==> config.mk <==
export PLATFORM = sky130hd
export DESIGN_NAME = noc_inject_arbiter
export DESIGN_NICKNAME = d
export VERILOG_FILES = /design/src/rtl/noc_inject_arbiter.sv
export SDC_FILE = /design/constraint.sdc
export NUM_CORES = 1
export LEC_CHECK = 0
export CORE_AREA = 2 2 78 80
export CTS_CLUSTER_DIAMETER = 50
export DETAILED_ROUTE_END_ITERATION = 16
export DIE_AREA = 0 0 80 82
export DONT_BUFFER_PORTS = 1
export PLACE_DENSITY = 0.75
export SLEW_MARGIN = 30
export SYNTH_ARGS = -nofsm -noshare
export SYNTH_HDL_FRONTEND = slang
export SYNTH_SLANG_ARGS = --single-unit
==> constraint.sdc <==
create_clock -name clk_noc -period 2.2 [get_ports clk_noc]
set_input_delay 0.22 -clock clk_noc [delete_from_list [all_inputs] [get_ports clk_noc]]
set_output_delay 0.22 -clock clk_noc [all_outputs]
set_load 0.02 [all_outputs]
==> src/rtl/noc_inject_arbiter.sv <==
// noc_inject_arbiter: packet-level round-robin arbiter sharing one router injection port.
// A grant is held from head to tail flit, and flits are only accepted while downstream credits remain.
module noc_inject_arbiter #(
    parameter int NUM_REQ           = 4,
    parameter int FLIT_WIDTH        = 32,
    parameter int DEST_WIDTH        = 4,
    parameter int FLIT_BUFFER_DEPTH = 8,
    parameter int CREDIT_WIDTH      = $clog2(FLIT_BUFFER_DEPTH + 1)
) (
    input  logic                                   clk_noc,
    input  logic                                   rst_noc_sync,
    input  logic [NUM_REQ-1:0]                     req_valid,
    output logic [NUM_REQ-1:0]                     req_ready,
    input  logic [NUM_REQ-1:0][FLIT_WIDTH-1:0]     req_data,
    input  logic [NUM_REQ-1:0][DEST_WIDTH-1:0]     req_dest,
    input  logic [NUM_REQ-1:0]                     req_is_tail,
    output logic [FLIT_WIDTH-1:0]                  data_out,
    output logic [DEST_WIDTH-1:0]                  dest_out,
    output logic                                   is_tail_out,
    output logic                                   send_out,
    input  logic                                   credit_in,
    output logic [$clog2(NUM_REQ)-1:0]             grant_id,
    output logic [CREDIT_WIDTH-1:0]                credit_count,
    output logic                                   busy,
    output logic                                   credit_err
);

    localparam int IDX_W = $clog2(NUM_REQ);
    localparam logic [IDX_W-1:0] LAST_IDX = IDX_W'(NUM_REQ - 1);
    localparam logic [CREDIT_WIDTH-1:0] FULL_CREDITS = CREDIT_WIDTH'(FLIT_BUFFER_DEPTH);

    typedef enum logic {
        IDLE,
        LOCKED
    } state_t;

    state_t                  state_q;
    state_t                  state_d;
    logic [IDX_W-1:0]        owner_q;
    logic [IDX_W-1:0]        rr_ptr_q;
    logic [IDX_W-1:0]        grant_q;
    logic [CREDIT_WIDTH-1:0] credit_q;
    logic                    credit_err_q;
    logic [FLIT_WIDTH-1:0]   data_q;
    logic [DEST_WIDTH-1:0]   dest_q;
    logic                    tail_q;
    logic                    send_q;

    logic                    can_send;
    logic                    found;
    logic                    accept;
    logic                    acc_tail;
    logic [IDX_W-1:0]        pick;
    logic [IDX_W-1:0]        cand;
    logic [IDX_W-1:0]        acc_idx;

    // Only the registered count gates sending; a same-cycle credit_in is not bypassed.
    assign can_send = (credit_q != '0);

    always_comb begin
        found = 1'b0;
        pick  = '0;
        cand  = '0;
        for (int k = 0; k < NUM_REQ; k++) begin
            cand = IDX_W'((int'(rr_ptr_q) + k) % NUM_REQ);
            if (!found && req_valid[cand]) begin
                found = 1'b1;
                pick  = cand;
            end
        end
    end

    always_ff @(posedge clk_noc) begin
        if (rst_noc_sync) begin
            state_q <= IDLE;
        end else begin
            state_q <= state_d;
        end
    end

    // In LOCKED only the owner may move, even while it stalls mid-packet.
    always_comb begin
        state_d   = state_q;
        req_ready = '0;
        accept    = 1'b0;
        acc_idx   = owner_q;
        if (!rst_noc_sync && can_send) begin
            case (state_q)
                IDLE: begin
                    if (found) begin
                        accept  = 1'b1;
                        acc_idx = pick;
                    end
                end
                LOCKED: begin
                    accept = req_valid[owner_q];
                end
                default: begin
                    accept = 1'b0;
                end
            endcase
        end
        if (accept) begin
            req_ready[acc_idx] = 1'b1;
            state_d = req_is_tail[acc_idx] ? IDLE : LOCKED;
        end
    end

    assign acc_tail = req_is_tail[acc_idx];

    always_ff @(posedge clk_noc) begin
        if (rst_noc_sync) begin
            owner_q      <= '0;
            rr_ptr_q     <= '0;
            grant_q      <= '0;
            credit_q     <= FULL_CREDITS;
            credit_err_q <= 1'b0;
            data_q       <= '0;
            dest_q       <= '0;
            tail_q       <= 1'b0;
            send_q       <= 1'b0;
        end else begin
            send_q <= accept;
            if (accept) begin
                data_q  <= req_data[acc_idx];
                dest_q  <= req_dest[acc_idx];
                tail_q  <= acc_tail;
                owner_q <= acc_idx;
                grant_q <= acc_idx;
                if (acc_tail) begin
                    rr_ptr_q <= (acc_idx == LAST_IDX) ? '0 : acc_idx + IDX_W'(1);
                end
            end
            // A return at full count means the router sent back more credits than it owns.
            if (accept && !credit_in) begin
                credit_q <= credit_q - CREDIT_WIDTH'(1);
            end else if (credit_in && !accept) begin
                if (credit_q == FULL_CREDITS) begin
                    credit_err_q <= 1'b1;
                end else begin
                    credit_q <= credit_q + CREDIT_WIDTH'(1);
                end
            end
        end
    end

    assign data_out     = data_q;
    assign dest_out     = dest_q;
    assign is_tail_out  = tail_q;
    assign send_out     = send_q;
    assign grant_id     = grant_q;
    assign credit_count = credit_q;
    assign busy         = (state_q == LOCKED);
    assign credit_err   = credit_err_q;

endmodule

# --- After elaboration in Yosys (flattened, before gate mapping) ---
# Cells that the tools add are included.
totals:
  reg_bits: 48
  output_inout_bits: 50
  word_cells: 83
  input_bits: 155
op_classes:
  n_mux: 38
  n_addsub: 6
  n_lt_le_gt_ge: 7
  bitwise: 2
  n_eq_ne: 3
  reduce_logical: 18
ops:
  columns: ["op", "n"]
  rows:
  - ["$bmux W32 S2", 1]
  - ["$mux W32", 1]
  - ["$mux W4", 5]
  - ["$lt A2 B3 Y1 const B", 6]
  - ["$mux W2", 8]
  - ["$mux W1", 14]
  - ["$bmux W1 S2", 6]
  - ["$bmux W4 S2", 1]
  - ["$logic_and A1 B1 Y1", 7]
  - ["$logic_not A1 Y1", 6]
  - ["$add A2 B1 Y2 const B", 2]
  - ["$add A2 B2 Y2 const B", 2]
  - ["$add A4 B1 Y4 const B", 1]
  - ["$eq A4 B4 Y1 const B", 1]
  - ["$reduce_and A2 Y1", 2]
  - ["$reduce_bool A4 Y1", 1]
  - ["$sub A4 B1 Y4 const B", 1]
  - ["$reduce_and A3 Y1", 1]
  - ["$demux W1 S2", 1]
  - ["$eq A2 B2 Y1 const B", 1]
  - ["$ge A2 B1 Y1 const B", 1]
  - ["$ne A2 B2 Y1 const B", 1]
  - ["$not A1 Y1", 2]
  - ["$pmux W1 S2", 1]
  - ["$reduce_bool A2 Y1", 1]

# --- Longest topological paths before layout ---
# Gate-level depths: netlist of the first run.
logic_depth:
  depth_word: 20
  mapped_depth: 13
  ltp_nobuf: 12

# --- Worst setup path before layout of the first run ---
# OpenSTA, ideal clock, no wires.
synth_timing:
  kind: "flip-flop to flip-flop"
  startpoint: "reg grant_id[0] (netlist name)"
  endpoint: "reg credit_q[2], in the netlist credit_count[2]"
  path_stages_with_launch: 13
  t_required_ns: 2.074
  path_slack_ns: -0.371
  period_less_slack_ns: 2.571
  arrival_ns: 2.444
  setup_ns: 0.126
  path_buffers: 0
  path_cell_list: "dfxtp_1 > mux4_2 > mux2i_1 > nand2b_1 > inv_1 > ha_1 > xor2_1 > ha_1 > a21oi_1 > xnor2_1 > nand2_1 > xor2_1 > nor2_1"
synth_lines:
  columns: ["item", "line", "text"]
  rows:
  - ["end signal: assignment", "136", "credit_q <= credit_q - CREDIT_WIDTH'(1);"]
  - ["end signal: assignment", "141", "credit_q <= credit_q + CREDIT_WIDTH'(1);"]
  - ["end: declaration", "42", "logic [CREDIT_WIDTH-1:0] credit_q;"]

# --- Worst setup path after layout of the first run ---
layout_timing:
  startpoint: "reg credit_q[3], in the netlist credit_count[3]"
  endpoint: "out req_ready[3]"
layout_via:
  elab_chain_len: 8
  word_cells_on_any_way: 10
  cone_classes: "order compare (2); mux (5); reduce/logical (3)"
layout_rtl:
  columns: ["item", "line", "text"]
  rows:
  - ["$reduce_bool A4 Y1 *", "58", "assign can_send = (credit_q != '0);"]
  - ["$logic_and A1 B1 Y1 *", "87", "if (!rst_noc_sync && can_send) begin"]
  - ["$mux W2", "87", null]
  - ["$lt A2 B3 Y1 (not written as such) or $ge A2 B1 Y1 (tied branches)", "104", "req_ready[acc_idx] = 1'b1;"]
  - ["$logic_and A1 B1 Y1 (not written as such)", "104", null]
  - ["$mux W1 (not written as such)", "104", null]
  - ["$demux W1 S2", "104", null]
  - ["$mux W4 *", "103", "if (accept) begin"]
  - ["end: declaration", "13", "output logic [NUM_REQ-1:0] req_ready,"]
# Every way passes the cells marked *; elsewhere a longest branch is shown, timed or not.

==> summary.txt, run 1 <==
Run status
  – Run status: finished, violations left
  – Violated checks: negative hold slack, negative setup slack

Yosys
  – Sequential-to-total area share from yosys stat: 0.2955
  – #FFs+latches synth: 48
  – Top-area cell type share of the netlist area: 0.2955
  – Yosys top cell by area: dfxtp_1
  – Main flop type after synthesis: dfxtp_1
  – Post-synth EDFFs: 0
  – Post-Syn Instances: 375
  – Largest cells by area after synthesis: dfxtp_1, mux2i_1, mux2_2
  – Async SR Flop Fraction: 0
  – Unique cell type count in the Yosys netlist: 35
  – Syn_nets: 538
  – Cell Area, Synth: 0.003252 mm^2
  – Mean Syn Cell Area: 8.672 um^2
  – Synth warnings: 0

Timing
  – Max-slew violations: 0
  – Worst slew margin: 0.5352
  – Fin Clk Skew: 0.004295 ns
  – Actual slew at the worst max-slew pin: 0.6972 ns
  – Final setup fails: 27
  – Fin crit period: 2.321 ns
  – Fmax: 430.9 MHz
  – Worst setup margin: -0.1206 ns
  – Tcrit/Tclk final: 1.055
  – Final Hold Violating Endpoints: 4
  – Fin Setup TNS: -1.051 ns
  – RSZ-0062 raised after global routing: yes
  – Hold Slack: -0.03233 ns

GRT
  – Pin count of the biggest net entering global routing: 76
  – GR Util All Layers: 0.2318
  – GRT overflow: 0
  – Initial antenna violation count: 0
  – Vias in the first global route: 2565
  – First-pass GRT wire length: 11990 um

Drt
  – Final wirelength: 9053 um
  – Vias: 2818
  – DR WL/cell: 19.30 um
  – Detailed Route Iter0 Violations: 117
  – Vias per std cell: 6.009
  – Drt first pass iters: 4
  – DRC violations left: 0
  – Antenna Violating Nets Remaining: 0

Cells and area
  – Number of diodes: 0
  – Most frequent cells in the layout: nor2_1, dfxtp_1, mux2i_1
  – Number of fill cells: 442
  – Fraction of layout cells with a size suffix above 1: 0.3503
  – Area delta synth->final: 26.74%
  – Layout Nets: 556
  – Final core utilization: 0.7173

Floorplanning
  – Starting Density: 0.5660
  – DIE HEIGHT: 82 um
  – Die Width: 80 um
  – Die area: 0.006560 mm^2
  – Core area: 0.005746 mm^2
  – # rows: 28
  – I/O pin cnt: 205

Critical path
  – Crit path max fanout: 9
  – CP max stage cell: or3_4
  – CP Capture Type: output pin
  – CP Data Required Time: 1.98 ns
  – Crit Path Class: reg -> out
  – Worst path cell trace: nor4_4, or3_4, o32ai_4, buf_12, buf_4, ha_4, and2_4
  – Worst Setup Start Kind: flop
  – CP peak stage delay: 0.38 ns
  – WP data arrival: 2.10 ns

Power
  – Pwr Density: 986.6 mW/mm^2
  – Max IR drop VDD: 0.0005631 V
  – Leakage: 1.551 nW
  – PnR Total Power: 4.066 mW

Clocking
  – Num CTS Buffers: 5
  – Clock latency at the later pin of the worst-skew pair: 0.30 ns
  – H-tree Lvls: 2
  – CTS sink cnt: 48
  – CTS tree: built
  – Clock-pin slew of the registers on the worst-case setup and hold paths: 0.09 ns
  – Clk buf depth: 2
  – CTS root buf: clkbuf_8
  – Hold Buf Count CTS: 1

Job
  – Max-cap violation count: 0

Placement
  – Pre-CTS setup slack: -0.09943 ns
  – GPL Wtd Cong: 0.8233
  – Hpwl dp: 5779 um
  – IO buf count: 0

Min path
  – Hold crit path type: in -> reg
==> worst max-delay path, delay by kind of cell, from the launching register on <==
| kind | cells | cell delay (ns) |
|---|---|---|
| AOI/OAI and AO/OA | 1 | 0.38 |
| DFF | 1 | 0.37 |
| adders and majority gates | 1 | 0.12 |
| and+or+nand+nor | 3 | 0.61 |
| buffers and inverters | 2 | 0.33 |
==> state kept, by name, summed over array words and instances, names as in the netlist <==
register,flops
grant_id,2
is_tail_out,1
send_out,1
credit_err,1
data_out,32
dest_out,4
busy,1
rr_ptr_q,2
credit_count,4
==> cell usage after synthesis, types with 6 or more instances <==
cell type	n
mux2i_1	41
ha_1	8
nand2_1	7
mux2_2	36
nand3b_1	37
nand2b_1	6
nor2_1	42
a21oi_1	41
clkbuf_1	14
buf_2	12
o21ai_0	40
inv_1	7
dfxtp_1	48
==> power by group <==
part | internal (mW) | switching, mW | total, mW
combinational | 0.981 | 0.900 | 1.88
sequential | 1.11 | 0.427 | 1.53
clock | 0.356 | 0.295 | 0.650
==> per-layer routing <==
| metal | vias up | track usage | part of all wire | routed length (um) |
|---|---|---|---|---|
| met3 | 12 | 0.06923 | 0.078 | 706 |
| met5 | - | 0 | 0 | 0 |
| li1 | 1368 | - | - | - |
| met1 | 1303 | 0.2860 | 0.39 | 3525 |
| met4 | 0 | 0.06441 | 0.013 | 121 |
| met2 | 135 | 0.3933 | 0.52 | 4700 |
==> what timing repair did <==
action                                 4_1_cts  5_1_grt
setup buffers                                7        3
endpoints found under the hold margin        8        7
gates cloned                                 2        4
resized for setup                           26       56
setup endpoints to repair                   39       47
pin swaps                                    8       13
==> area by class of cell <==
cell class | instances | area (um^2) | share of cell area
multi-input cells | 290 | 2390 | 0.5798
flip-flops and latches | 48 | 973.4 | 0.2362
repair buffers | 41 | 511.7 | 0.1242
clock buffers | 8 | 121.4 | 0.02945
well taps | 75 | 93.84 | 0.02277
inverters | 7 | 31.28 | 0.007590
==> worst paths after layout <==
check	from	end	slack, ns	depth (start not counted)
setup / recovery	credit_count[3]$_SDFFE_PP1P_	req_ready[3]	-0.12	7
setup reg to reg	credit_count[3]$_SDFFE_PP1P_	rr_ptr_q[0]$_SDFFE_PP0P_	-0.11	9
hold reg to reg	data_out[22]$_SDFFE_PP0P_	data_out[22]$_SDFFE_PP0P_	0.58	2
hold / removal	rst_noc_sync	credit_count[1]$_SDFFE_PP0P_	-0.03	1
==> metrics by stage <==
stage	std cells	instance area, um^2
global route	469	4121
CTS	462	3821
global placement	444	3500
detailed placement	444	3500
finish	469	4121
floorplan	375	3334
==> cells by family (layout without fill, tap and decap cells) <==
kind of cell    Yosys count  after routing  share of synthesized area
mux                      79             79                     0.2613
buf+inv                  37             56                    0.05541
compound gates           89             89                     0.1497
flops                    48             48                     0.2955
simple gates            109            109                     0.1939
fa+ha+maj                 8              8                    0.03078
xor+xnor                  5              5                    0.01347
Power figures use the tool's default switching activity.
==> run 2: changes to the inputs <==
--- a/config.mk
+++ b/config.mk
@@ -5,12 +5,12 @@
 export SDC_FILE = /design/constraint.sdc
 export NUM_CORES = 1
 export LEC_CHECK = 0
-export CORE_AREA = 2 2 78 80
+export ABC_AREA = 1
+export CORE_UTILIZATION = 59
 export CTS_CLUSTER_DIAMETER = 50
 export DETAILED_ROUTE_END_ITERATION = 16
-export DIE_AREA = 0 0 80 82
 export DONT_BUFFER_PORTS = 1
-export PLACE_DENSITY = 0.75
+export PLACE_DENSITY = 0.78
 export SLEW_MARGIN = 30
 export SYNTH_ARGS = -nofsm -noshare
 export SYNTH_HDL_FRONTEND = slang
==> run 2 against run 1 <==
  * The flow finishes with violations (negative setup slack)
  * Die area grew 13%
  * Clock power grew 6.5%
  * Routed wire length grew 53%
  * Register-to-register slack lost 0.11 ns
==> summary.txt, run 2 <==
Yosys
  – Unique cell type count in the Yosys netlist: 27 (-23%)
  – Post-Syn Instances: 652 (+74%)
  – Mean Syn Cell Area: 6.390 um^2 (-26%)
  – #FFs+latches synth: 48 (unchanged)
  – Synth warnings: 0 (unchanged)
  – Largest cells by area after synthesis: dfxtp_1, inv_1, o211ai_2
  – Sequential-to-total area share from yosys stat: 0.2306 (-0.06487)
  – Main flop type after synthesis: dfxtp_1
  – Yosys top cell by area: dfxtp_1
  – Post-synth EDFFs: 0 (unchanged)
  – Cell Area, Synth: 0.004166 mm^2 (+28%)
  – Syn_nets: 815 (+51%)
  – Top-area cell type share of the netlist area: 0.2306 (-0.06487)
  – Most frequent cell after synthesis: inv_1
  – Async SR Flop Fraction: 0 (unchanged)
  – Synth cell count leaders: inv_1, nand2_1, nand3_1

Timing
  – Fin Clk Skew: 0.01020 ns (+0.005908 ns)
  – Fmax: 413.3 MHz (-4.1%)
  – Worst setup margin: -0.2194 ns (-0.09882 ns)
  – Fin crit period: 2.419 ns (+0.09882 ns)
  – RSZ-0062 raised after global routing: yes
  – Actual slew at the worst max-slew pin: 0.4416 ns (-0.2556 ns)
  – Max-slew violations: 0 (unchanged)
  – Worst slew margin: 0.7035 (+0.1683)
  – Tcrit/Tclk final: 1.100 (+0.04492)
  – Final Hold Violating Endpoints: 0 (-4)
  – Final setup fails: 41 (+52%)

Cells and area
  – Layout Nets: 844 (+52%)
  – Register area: 970.9 um^2 (-0.26%)
  – Most frequent cells in the layout: inv_1, nand2_1, o211ai_2
  – Area of the multi-input gates: 0.002555 mm^2 (+6.9%)
  – Fraction of layout cells with a size suffix above 1: 0.2874 (-0.06286)
  – Area delta synth->final: 27.66%
  – Number of diodes: 0 (unchanged)
  – Max reg flops: 32 (unchanged)
  – Number of fill cells: 449 (+1.6%)
  – Most common cell after layout, fill and taps aside: inv_1

Critical path
  – CP Capture Type: flop
  – Worst Setup Start Kind: flop
  – R2R cell count: 19 (+10)
  – CP most frequent cell: nand2_1
  – Crit Path Class: reg -> reg
  – Crit path max fanout: 14 (+5)
  – R2r startpoint: rr_ptr_q[0]$_SDFFE_PP0P_
  – CP max stage cell: dfxtp_4
  – CP Data Required Time: 2.41 ns (+0.43 ns)
  – CP peak stage delay: 0.42 ns (+0.04 ns)
  – WP data arrival: 2.63 ns (+0.53 ns)
  – FF-to-FF End: dest_out[1]$_SDFFE_PP0P_
  – R2R setup slack: -0.22 ns (-0.11 ns)
  – Worst path cell trace: buf_6, nand2_1, nand2_2, nand2_1, nand2_1, nand2_1, nand2_1, nand2_1, nand2_1, nand2_4, nand2_8, buf_12, buf_12, buf_16, nand2_2, o211ai_4, nand3_2, nand2_1, inv_1

Floorplanning
  – Die Width: 86.04 um (+7.5%)
  – Starting Density: 0.6133 (+0.04728)
  – I/O pin cnt: 205 (unchanged)
  – Die area: 0.007402 mm^2 (+13%)
  – DIE HEIGHT: 86.04 um (+4.9%)
  – # rows: 30 (+7.1%)
  – Core area: 0.006794 mm^2 (+18%)

GRT
  – GRT overflow: 0 (unchanged)
  – Initial antenna violation count: 0 (unchanged)
  – Pin count of the biggest net entering global routing: 49 (-36%)
  – First-pass GRT wire length: 18010 um (+50%)
  – GR Util All Layers: 0.3015 (+0.06975)
  – Vias in the first global route: 3889 (+52%)

Clocking
  – CTS root buf: clkbuf_8
  – Clock latency at the later pin of the worst-skew pair: 0.31 ns (about the same)
  – Clk buf depth: 2 (unchanged)
  – CTS sink cnt: 48 (unchanged)
  – CTS tree: built
  – Clock-pin slew of the registers on the worst-case setup and hold paths: 0.10 ns (about the same)
  – H-tree Lvls: 2 (unchanged)
  – Num CTS Buffers: 5 (unchanged)

Min path
  – Worst hold start: rst_noc_sync
  – Hold crit path type: in -> reg
  – Worst hold stages: 2 (+1)
  – Hold Crit Endpoint: credit_count[3]$_SDFFE_PP1P_

Power
  – Leakage: 3.015 nW (+94%)
  – Sequential share of power: 0.209 (-0.168)
  – Clock Power Share: 0.067 (-0.093)
  – Net switching power: 5.254 mW (+220%)
  – Logic pwr share: 0.724 (+0.261)
  – Internal power: 5.030 mW (+110%)
  – Switching Share: 0.5109 (+0.1121)
  – PnR Total Power: 10.28 mW (+150%)
  – Max IR drop VDD: 0.0009896 V (+76%)
  – Pwr Density: 1934 mW/mm^2 (+96%)

Placement
  – IO buf count: 0 (unchanged)
  – GPL Wtd Cong: 0.9208 (+12%)
  – Hpwl dp: 7596 um (+31%)
  – Pre-CTS setup slack: -0.1593 ns (-0.05986 ns)

Drt
  – Drt first pass iters: 5 (+1)
  – DRC violations left: 0 (unchanged)
  – Final wirelength: 13840 um (+53%)
  – Vias per std cell: 5.737 (-4.5%)
  – Vias: 4463 (+58%)
  – DR WL/cell: 17.79 um (-7.8%)
  – Antenna Violating Nets Remaining: 0 (unchanged)
  – Detailed Route Iter0 Violations: 341 (+190%)

Run status
  – Run status: finished, violations left
  – Violated checks: negative setup slack

Job
  – Max-cap violation count: 0 (unchanged)
==> run 2: area by class of cell <==
type	count	area share
Sequential cell	48	0.1825
Multi-Input combinational cell	387	0.4804
Timing Repair Buffer	59	0.1597
Clock inverter	2	0.007292
Clock buffer	6	0.01553
Inverter	180	0.1320
Tap cell	96	0.02258
==> run 2: through the flow <==
step | instances | cell area (um^2) | hold slack (ns) | setup TNS, ns | util
2_1_floorplan | 652 | 4227 | 0.2891 | -0.2717 | -
3_3_place_gp | 735 | 4293 | 0.2908 | -0.03050 | 0.6319
3_5_place_dp | 735 | 4293 | 0.2934 | -2.083 | 0.6319
4_1_cts | 757 | 4727 | 0.01733 | -1.901 | 0.6958
5_1_grt | 778 | 5319 | 0.03849 | -9.722 | 0.7829
6_report | 778 | 5319 | 0.02837 | -4.410 | 0.7829
==> run 2: critical path: cells and delay by family, from the launching register on <==
kind	cells	cell delay [ns]
DFF	1	0.42
buffers and inverters	5	0.63
AOI/OAI and AO/OA	1	0.08
and+or+nand+nor	13	1.18
==> run 2: worst max path at each step <==
stage | startpoint | to | slack, ns
final | rr_ptr_q[0]$_SDFFE_PP0P_ | dest_out[1]$_SDFFE_PP0P_ | -0.22
after global routing | rr_ptr_q[0]$_SDFFE_PP0P_ | credit_count[3]$_SDFFE_PP1P_ | -0.38
after CTS | rr_ptr_q[0]$_SDFFE_PP0P_ | req_ready[0] | -0.12
after detailed placement | rr_ptr_q[0]$_SDFFE_PP0P_ | credit_count[3]$_SDFFE_PP1P_ | -0.16
after global placement | rr_ptr_q[0]$_SDFFE_PP0P_ | credit_count[3]$_SDFFE_PP1P_ | -0.01
after floorplan | rr_ptr_q[0]$_SDFFE_PP0P_ | credit_count[3]$_SDFFE_PP1P_ | -0.18
==> run 2: routing by layer <==
layer | track usage | vias to the layer above | part of all wire
met3 | 0.07892 | 70 | 0.082
met2 | 0.5238 | 287 | 0.49
met4 | 0.1394 | 0 | 0.045
met5 | 0 | - | 0
met1 | 0.3447 | 2026 | 0.38
li1 | - | 2080 | -
==> run 2: what timing repair did <==
item                                    4_1_cts  5_1_grt
pin swaps                                    11       38
buffers inserted                              9       10
endpoints found under the setup margin       44       49
hold buffers                                  1        0
gates resized for setup                      34       76
hold endpoints to repair                      4        0
gates cloned                                  4       13
==> run 2: kinds of logic (layout without fill, tap and decap cells) <==
kind of cell / count (synthesis) / after routing / synth area share
simple gates: 250 / 250 / 0.2541
compound gates: 127 / 127 / 0.2592
xor+xnor: 2 / 2 / 0.004205
flops: 48 / 48 / 0.2306
fa+ha+maj: 8 / 8 / 0.02402
buf+inv: 217 / 247 / 0.2279
==> run 2: power groups by stage <==
stage                     Combinational, mW  Sequential (mW)  Clock, mW
after floorplan                        4.11             2.11          0
after global placement                 4.62             2.15          0
after detailed placement               4.78             2.14          0
after CTS                              5.56             2.13      0.689
after global routing                   7.98             2.19      0.726
final                                  7.44             2.15      0.692
